## config.mk

```make
export PLATFORM = sky130hd
export DESIGN_NAME = keypad_scanner
export DESIGN_NICKNAME = d
export VERILOG_FILES = /design/src/rtl/keypad_scanner.sv
export SDC_FILE = /design/constraint.sdc
export NUM_CORES = 1
export LEC_CHECK = 0
export CORE_UTILIZATION = 60
export CTS_CLUSTER_SIZE = 8
export DETAILED_ROUTE_END_ITERATION = 10
export PLACE_DENSITY = 0.93
export SLEW_MARGIN = 40
export SYNTH_ARGS = -nofsm -noshare
export SYNTH_HDL_FRONTEND = slang
export SYNTH_SLANG_ARGS = --single-unit
```

## constraint.sdc

```tcl
create_clock -name clk -period 4.5 [get_ports clk]
set_clock_uncertainty 0.1 [all_clocks]
set_input_delay 1.125 -clock clk [delete_from_list [all_inputs] [get_ports clk]]
set_output_delay 1.125 -clock clk [all_outputs]
set_load 0.01 [all_outputs]
```

## src/rtl/keypad_scanner.sv

```systemverilog
// keypad_scanner: scans a 4x4 active-low keypad row by row, debounces press and release,
// and reports one accepted key at a time as row*4+col with a single-cycle valid pulse.
module keypad_scanner #(
    parameter logic [21:0] SCAN_DIVIDER     = 22'd50000,
    parameter logic [21:0] DEBOUNCE_DIVIDER = 22'd2000000
) (
    input  logic       clk,
    input  logic       reset,
    input  logic [3:0] cols,
    output logic [3:0] rows,
    output logic [3:0] key_code,
    output logic       key_valid,
    output logic       key_held
);
    typedef enum logic [1:0] {SCAN, DEBOUNCE, HELD, RELEASE} state_t;
    state_t      r_state, w_next;
    logic [21:0] r_cnt, w_cnt_next;
    logic [1:0]  r_row, w_row_next, r_col, w_col_next, w_low_col;
    logic [3:0]  r_sync, r_cs, r_code;
    logic        r_valid, w_any, w_col_high, w_scan_end, w_deb_end;
    assign w_any      = ~&r_cs;
    assign w_low_col  = !r_cs[0] ? 2'd0 : !r_cs[1] ? 2'd1 : !r_cs[2] ? 2'd2 : 2'd3;
    assign w_col_high = r_cs[r_col];
    assign w_scan_end = r_cnt == SCAN_DIVIDER - 22'd1;
    assign w_deb_end  = r_cnt == DEBOUNCE_DIVIDER - 22'd1;
    always_ff @(posedge clk) begin
        if (reset) begin
            r_state <= SCAN;
            r_row   <= 2'd0;
            r_col   <= 2'd0;
            r_cnt   <= 22'd0;
            r_sync  <= 4'hf;
            r_cs    <= 4'hf;
            r_code  <= 4'h0;
            r_valid <= 1'b0;
        end else begin
            r_state <= w_next;
            r_row   <= w_row_next;
            r_col   <= w_col_next;
            r_cnt   <= w_cnt_next;
            r_sync  <= cols;
            r_cs    <= r_sync;
            r_valid <= r_state == DEBOUNCE && w_next == HELD;
            if (r_state == DEBOUNCE && w_next == HELD)
                r_code <= {r_row, r_col};
        end
    end
    // Counter restarts on every state or row change; HELD has no timeout so it parks at 0.
    always_comb begin
        w_next     = r_state;
        w_row_next = r_row;
        w_col_next = r_col;
        w_cnt_next = r_cnt + 22'd1;
        case (r_state)
            SCAN: if (w_scan_end) begin
                w_cnt_next = 22'd0;
                if (w_any) begin
                    w_next     = DEBOUNCE;
                    w_col_next = w_low_col;
                end else
                    w_row_next = r_row + 2'd1;
            end
            DEBOUNCE: if (w_col_high) begin
                w_next     = SCAN;
                w_row_next = r_row + 2'd1;
                w_cnt_next = 22'd0;
            end else if (w_deb_end) begin
                w_next     = HELD;
                w_cnt_next = 22'd0;
            end
            HELD: begin
                w_cnt_next = 22'd0;
                if (w_col_high)
                    w_next = RELEASE;
            end
            RELEASE: if (!w_col_high) begin
                w_next     = HELD;
                w_cnt_next = 22'd0;
            end else if (w_deb_end) begin
                w_next     = SCAN;
                w_row_next = r_row + 2'd1;
                w_cnt_next = 22'd0;
            end
        endcase
    end
    always_comb begin
        rows      = ~(4'b0001 << r_row);
        key_held  = r_state == HELD || r_state == RELEASE;
        key_valid = r_valid;
        key_code  = r_code;
    end
endmodule

```

**After elaboration in Yosys (flattened, before gate mapping)**

Index checks and enable logic that the tools add are counted.

- Add/sub/neg operators: 2
- Order comparisons: 1
- Eq/ne operators: 11
- Shifts and indexed selects: 1
- Mux-type cells: 24
- Bitwise logic cells: 2
- Reductions and logical operators: 7

Operator list:

| kind | count |
|---|---|
| 22-bit 2-to-1 mux | 4 |
| 22-bit one-hot mux with 4 select lines | 1 |
| 2-bit 2-to-1 mux | 14 |
| 22-bit by 1-bit adder with 22-bit output, second input constant | 1 |
| 22-bit by 16-bit equality test with 1-bit output, second input constant | 1 |
| 22-bit by 21-bit equality test with 1-bit output, second input constant | 1 |
| 2-bit != test, second input constant | 5 |
| 2-bit one-hot mux with 4 select lines | 1 |
| 2-bit equality test, second input constant | 3 |
| 2-bit one-hot mux with 3 select lines | 1 |
| 6-bit AND reduction | 1 |
| 4-bit inverter | 1 |
| 4-bit AND reduction | 1 |
| 1-bit by 2-bit left shift with 4-bit output, first input constant | 1 |
| 2-bit by 3-bit < comparator with 1-bit output, second input constant | 1 |
| 3-bit AND reduction | 1 |
| 3-bit nonzero test | 1 |
| 2-bit by 1-bit adder with 2-bit output, second input constant | 1 |
| 1-bit binary-select mux with 2-bit select | 1 |
| 2-bit by 1-bit equality test with 1-bit output, second input constant | 1 |
| 2-bit zero test | 1 |
| 1-bit 2-to-1 mux | 2 |
| 1-bit logical AND | 1 |
| 1-bit logical OR | 1 |
| 1-bit inverter | 1 |

- Register bits after elaboration: 41
- Input port bits: 6
- Output and inout port bits: 10
- Word-level logic and storage cells: 56

**Longest topological paths before layout**

Gate-level depths: netlist (run 1).

- Word-level depth: 6
- Gate-level depth with buffers: 8
- Mapped depth without buffers: 6

**Least setup slack after synthesis (run 1)**

Ideal clock, no wire load.

- Path kind: register to output
- From: register r_state[1]
- To: output port key_held
- Data arrival time: 0.796 ns
- Data required time: 3.275 ns
- Setup slack: 2.479 ns
- Cell stages (with the launch flop): 3
- Buffers on the path: 2
- Path through: dfxtp_1 > clkbuf_1 > clkbuf_1

- Longest elaborated chain between the ends: 2
- Elaborated cells between the ends (all ways): 3
- Those cells by class: eq/ne: 2; reduce/logical: 1

RTL lines:

| item | line | text |
|---|---|---|
| start: declaration | 16 | `state_t r_state, w_next;` |
| start signal: assignment | 37 | `r_state <= w_next;` |
| 2-bit equality test | 88 | `key_held = r_state == HELD \|\| r_state == RELEASE;` |
| 1-bit logical OR * | 88 |  |
| end: declaration | 13 | `output logic key_held` |

Mark *: on every way between the ends. The rest lies on a longest branch, timed or not.

**Worst setup path in the final report (run 1)**

- From: register r_row[0]
- To: output port rows[0]

- Longest elaborated chain between the ends: 2

RTL lines:

| item | line | text |
|---|---|---|
| start: declaration | 18 | `logic [1:0] r_row, w_row_next, r_col, w_col_next, w_low_col;` |
| start signal: assignment | 38 | `r_row <= w_row_next;` |
| 1-bit by 2-bit left shift with 4-bit output | 87 | `rows = ~(4'b0001 << r_row);` |
| 4-bit inverter | 87 |  |
| end: declaration | 10 | `output logic [3:0] rows,` |

No other way between the ends.

==> key figures, run 1 <==
Setup path
  • Critical Path Start Type: register
  • Arrival time worst endpoint: 1.68 ns
  • CP required: roughly 3.3 ns
  • Worst setup path category: reg -> out
  • Crit path max fanout: 5
  • Kind of end point of the critical path: primary output

Pwr
  • Max rail drop VDD: 225.9 uV
  • P per Cell Area: roughly 300 mW/mm^2
  • Lkg Pwr: roughly 0.74 nW
  • Total power after layout: 0.6212 mW

Synthesis
  • Yosys synthesis warning count: 0
  • Synthesized area divided by synthesized cell count: about 9.2 sq um
  • Register area share after synthesis: 44.90%
  • Mapped Nets: 210
  • Netlist Area Pre-Place: about 0.0018 sq mm
  • Synthesis-stage register bit count: 41
  • Yosys cell types: 34
  • Gate count of the mapped netlist: 199

Timing
  • Headroom to the max-slew limit: 50.02%
  • Final number of max-transition violations: 0
  • Post-layout min period: 2.905 ns
  • Final setup violating endpoints: 0
  • Unrepaired setup endpoints after global routing: false
  • Number of hold violations in the final report: 0
  • Post-route fraction of the period consumed by the critical path: 64.57%
  • Maximum clock frequency: 344.2 MHz
  • Setup TNS after final layout: 0 ns
  • Hold slack final: 0.3216 ns
  • Transition time at the pin with the least slew margin: ~0.74 ns

Routing
  • Final wirelength: 3.303 mm
  • Post-detailed-route DRC marker count: 1
  • Initial detailed-routing violation count: 65
  • First drt pass iteration count: 8
  • Number of vias in the routed layout: about 1.4k
  • Mean number of vias per cell: 5.690
  • DRT antenna net count: 0
  • Routed length per placed instance: approximately 13 um

Clocking
  • CTS resizes: 0
  • Clock tree from TritonCTS: done
  • Setup fix buffers added after clock tree synthesis: 0
  • Buffer depth of the longest clock path: 2
  • Skew-Pair Late Insertion Delay: 0.35 ns
  • Clk Tree Root Cell: clkbuf_4
  • CTS Hold Bufs: 0
  • CTS clk-pin slew, worst paths: 0.11 ns
  • TritonCTS buffer count: 5
  • # clock sinks: 41
  • Clock H-tree levels: 2

Worst hold path
  • Hold/Removal Path Class: reg -> reg

GRT
  • Number of global-route vias before repair: about 1.3k
  • Total gr overflow: 0
  • Number of antenna violations at the first check in global routing: 0
  • Wire length of the first global-routing pass: between 5 and 6 mm
  • GR Util All Layers: between 20% and 30%
  • Maximum number of pins on one net before global-route repair: 25

Job
  • Max-cap violations: 0

Floorplan
  • Core Area: 0.002829 sq mm
  • Die span in x: 57.20 um
  • Vertical die dimension: 57.20 um
  • Number of rows in the core area: 19
  • Effective utilization at floorplan: 64.62%
  • Die ar.: between 0.003 and 0.004 sq mm
  • I/O Pins: 16

Finish
  • Final antenna diode count: 0
  • Highest-count cells in the layout ignoring fill and taps: 41 x dfxtp_1, 37 x nor2_1, 15 x clkdlybuf4s50_1, 13 x nand3_1, 13 x xor2_1
  • Final net count: 225
  • Most frequent standard cell in the layout excluding fill and tap cells: dfxtp_1
  • Ratio of cells with drive above 1 in the final layout: 10.28%
  • Layout filler cell count: 199
  • Area growth from synthesis to final layout: 11.98%

Placement
  • Number of buffers inserted by port buffering: 15
  • Global placer's final weighted congestion: about 0.75
  • DP HPWL: 2.370 mm

Run status
  • Outcome: finished with violations
  • Violations in the final reports: DRC
## registers in the layout, indices dropped and copies added (netlist names)
| register | count |
|---|---|
| r_row | 2 |
| key_code | 4 |
| r_col | 2 |
| r_cs | 4 |
| r_cnt | 22 |
| r_sync | 4 |
| key_valid | 1 |
| r_state | 2 |
## final timing paths
check | depth (start not counted) | startpoint | slack [ns] | end
max | 4 | r_row[0] | 1.59 | rows[0]
min | 1 | r_sync[1] | 0.32 | r_cs[1]
min reg2reg | 1 | r_sync[1] | 0.32 | r_cs[1]
max reg2reg | 6 | r_cnt[0] | 2.21 | r_cnt[11]
## synth_stat cells
cell type | number | area share (%)
nor2_1 | 37 | 7.6
or3_1 | 1 | 0.34
dfxtp_1 | 41 | 45
nor4_4 | 1 | 1.2
o32ai_1 | 1 | 0.48
o311ai_0 | 1 | 0.48
buf_2 | 1 | 0.27
nor3_1 | 4 | 1.1
xor2_1 | 13 | 6.2
ha_1 | 5 | 3.4
inv_1 | 8 | 1.6
nor4b_2 | 1 | 0.82
and4_1 | 2 | 0.96
and4b_1 | 1 | 0.55
nand2_1 | 8 | 1.6
o41a_2 | 1 | 0.68
buf_6 | 2 | 1.2
or2_2 | 9 | 3.1
a31oi_1 | 1 | 0.34
nand3_1 | 13 | 3.6
xnor2_1 | 7 | 3.4
nor4_1 | 4 | 1.4
mux2i_1 | 5 | 2.7
mux4_2 | 1 | 1.2
a21oi_1 | 3 | 0.82
nor2b_1 | 1 | 0.34
mux2_2 | 1 | 0.62
and3_1 | 5 | 1.7
nand4_1 | 8 | 2.7
a211oi_2 | 1 | 0.68
nand2b_1 | 5 | 1.7
a211oi_1 | 1 | 0.41
clkbuf_1 | 4 | 0.82
nor4b_1 | 2 | 0.96
## routing by layer
layer | GRT usage (%) | routed length, um | vias up
met2 | 36.13 | 1548 | 31
met1 | 29.97 | 1566 | 648
met4 | 10.45 | 68 | 0
met3 | 6.122 | 120 | 5
li1 | - | - | 710
met5 | 0 | 0 | -
## area by class of cell
class	instances	area (sq um)	share of cell area, %
Multi-Input combinational cell	143	934.6	45.66
Timing Repair Buffer	15	150.1	7.335
Inverter	8	30.03	1.467
Sequential cell	41	820.8	40.10
Tap cell	31	38.79	1.895
Clock buffer	5	37.54	1.834
Clock inverter	2	35.03	1.711
## kinds of logic after synthesis
| logic type | Yosys count | synth area share (%) |
|---|---|---|
| compound gates | 9 | 3.902 |
| flops | 41 | 44.90 |
| mux | 7 | 4.586 |
| xor+xnor | 20 | 9.583 |
| buf+inv | 15 | 3.969 |
| simple gates | 102 | 29.64 |
| fa+ha+maj | 5 | 3.422 |
## critical path, cell delays in order, from the launching register on
cell             delay, ns
dfxtp_1               0.43
inv_1                 0.11
ha_1                  0.20
inv_1                 0.05
clkdlybuf4s50_1       0.55
## per-stage QoR
| step | area (sq um) | setup WS (ns) | std cells | utilization (%) |
|---|---|---|---|---|
| after global placement | 1974 | 1.299 | 238 | 69.79 |
| after floorplan | 1828 | 2.479 | 199 | - |
| after CTS | 2047 | 1.571 | 245 | 72.36 |
| after detailed placement | 1974 | 1.243 | 238 | 69.79 |
| after global routing | 2047 | 1.513 | 245 | 72.36 |
| final | 2047 | 1.595 | 245 | 72.36 |
## power breakdown
part | internal (mW) | switching (mW) | total, mW
clock | 0.113 | 0.114 | 0.228
combinational | 0.0106 | 0.0108 | 0.0214
sequential | 0.369 | 0.00372 | 0.372
total | 0.492 | 0.129 | 0.621
Note: power is estimated with default switching activity, not from simulation.
==> inputs of run 2 (changes only) <==
CORE_UTILIZATION = 51   (was 60)
PLACE_DENSITY = 0.86   (was 0.93)
clock period = 2.6 ns   (was 4.5 ns; I/O delays follow)
==> run 2 against run 1 <==
Against the previous run:
- the run now ends clean
- design area up 1.3%
- utilization fell by 11 points
- register-to-register slack got worse by 1.9 ns
- hold slack better by 0.0022 ns
- critical path type unchanged
==> key figures, run 2 (synthesis gave the netlist of run 1 again) <==
Run status
  • Outcome: completed

Finish
  • Most frequent standard cell in the layout excluding fill and tap cells: dfxtp_1
  • Combined flip-flop and latch cell area: ~820 sq um
  • Highest-count cells in the layout ignoring fill and taps: 41 x dfxtp_1, 37 x nor2_1, 15 x clkdlybuf4s50_1, 13 x nand3_1, 13 x xor2_1
  • Final antenna diode count: 0
  • Multi-input gate area in the final layout: roughly 930 sq um
  • Cell area after layout: 0.002073 sq mm
  • Ratio of cells with drive above 1 in the final layout: 11.52%
  • Register containing the most flip-flops in the final layout: r_cnt
  • Area growth from synthesis to final layout: 13.42%
  • Layout filler cell count: about 270
  • Final net count: 227
  • Largest register FFs: 22

Setup path
  • Kind of end point of the critical path: primary output
  • Critical Path Start Type: register
  • Crit path max fanout: 5
  • CP required: 1.85 ns
  • Arrival time worst endpoint: 1.65 ns
  • Worst setup path category: reg -> out
  • Number of cell instances on the worst register-to-register path: 6

Clocking
  • TritonCTS buffer count: 5
  • CTS resizes: 0
  • Clock H-tree levels: 2
  • CTS Hold Bufs: 0
  • # clock sinks: 41
  • Skew-Pair Late Insertion Delay: 0.35 ns
  • Buffer depth of the longest clock path: 2
  • Setup fix buffers added after clock tree synthesis: 0
  • Clk Tree Root Cell: clkbuf_4
  • CTS clk-pin slew, worst paths: 0.13 ns
  • Clock tree from TritonCTS: done

Timing
  • Final number of max-transition violations: 0
  • Hold slack final: 0.3237 ns
  • Post-route fraction of the period consumed by the critical path: between 90% and 100%
  • Unrepaired setup endpoints after global routing: false
  • Number of hold violations in the final report: 0
  • Setup TNS after final layout: 0 ns
  • Headroom to the max-slew limit: a little under three fifths
  • Final setup violating endpoints: 0
  • Transition time at the pin with the least slew margin: 0.6319 ns
  • Maximum clock frequency: 417.1 MHz
  • Post-layout min period: 2.398 ns

Pwr
  • Proportion of power drawn by flip-flops and latches: between 60% and 70%
  • Relative contribution of the clock network to total power: between 30 and 40%
  • Int Pwr: 0.7891 mW
  • Combinational share of power: 3.7%
  • Proportion of total power due to net switching: 22.24%
  • Max rail drop VDD: 357.3 uV
  • Total power after layout: 1.015 mW
  • Lkg Pwr: 0.7487 nW
  • P per Cell Area: 489.4 mW/mm^2
  • Net switching power figure: approximately 0.23 mW

Routing
  • Routed length per placed instance: about 11 um
  • Number of vias in the routed layout: ~1.4k
  • Post-detailed-route DRC marker count: 0
  • DRT antenna net count: 0
  • Initial detailed-routing violation count: 60
  • Final wirelength: 2.988 mm
  • First drt pass iteration count: 4
  • Mean number of vias per cell: 5.327

Worst hold path
  • Instance count along the most critical hold path: 1
  • Hold/Removal Path Class: reg -> reg

GRT
  • GR Util All Layers: 18.00%
  • Number of global-route vias before repair: 1,167
  • Number of antenna violations at the first check in global routing: 0
  • Total gr overflow: 0
  • Wire length of the first global-routing pass: 5.030 mm
  • Maximum number of pins on one net before global-route repair: 23

Placement
  • Number of buffers inserted by port buffering: 15
  • DP HPWL: 2.127 mm
  • Post-Place Cell Area: 0.002008 sq mm
  • Global placer's final weighted congestion: 0.8070

Floorplan
  • Die ar.: about 0.0038 sq mm
  • Vertical die dimension: slightly above 60 um
  • Number of rows in the core area: 21
  • I/O Pins: 16
  • Die span in x: 61.87 um
  • Core Area: 0.003390 sq mm
  • Effective utilization at floorplan: 53.93%

Job
  • Max-cap violations: 0
## run 2: worst max-delay path, cell delays in order (launching register included)
cell             delay (ns)
dfxtp_1                0.42
inv_1                  0.10
ha_1                   0.20
inv_1                  0.05
clkdlybuf4s50_1        0.52
## run 2: path summary, 6_finish.rpt
path,end,slack (ns),start
max reg2reg,r_cnt[5],0.32,r_cnt[0]
min,r_cs[1],0.32,r_sync[1]
min reg2reg,r_cs[1],0.32,r_sync[1]
max,rows[0],0.20,r_row[0]
## run 2: through the flow
stage,std cells,util [%],setup WS [ns]
floorplan,199,-,0.6356
global placement,255,59.25,0.3215
detailed placement,255,59.25,0.2699
CTS,263,61.17,0.1877
global route,263,61.17,0.05728
finish,263,61.17,0.2024
## run 2: routing by layer
metal	global-route usage (%)	part of all wire [%]	vias up
met1	24.36	50	653
met3	6.211	3.7	7
met2	25.96	45	22
met4	7.937	1.9	0
li1	-	-	719
met5	0	0	-
## run 2: final cells by class
cell class	instances	area share [%]
multi-input cells	143	45.08
flip-flops and latches	41	39.59
repair buffers	17	7.966
well taps	46	2.776
clock buffers	6	2.474
inverters	8	1.448
clock inverters	2	0.6638
## run 2: power groups by stage
stage               Combinational, mW  Sequential [mW]  Clock (mW)
detailed placement             0.0386            0.659           0
floorplan                      0.0281            0.657           0
global route                   0.0427            0.646       0.374
global placement               0.0373            0.658           0
finish                         0.0378            0.644       0.333
CTS                            0.0385            0.644       0.341
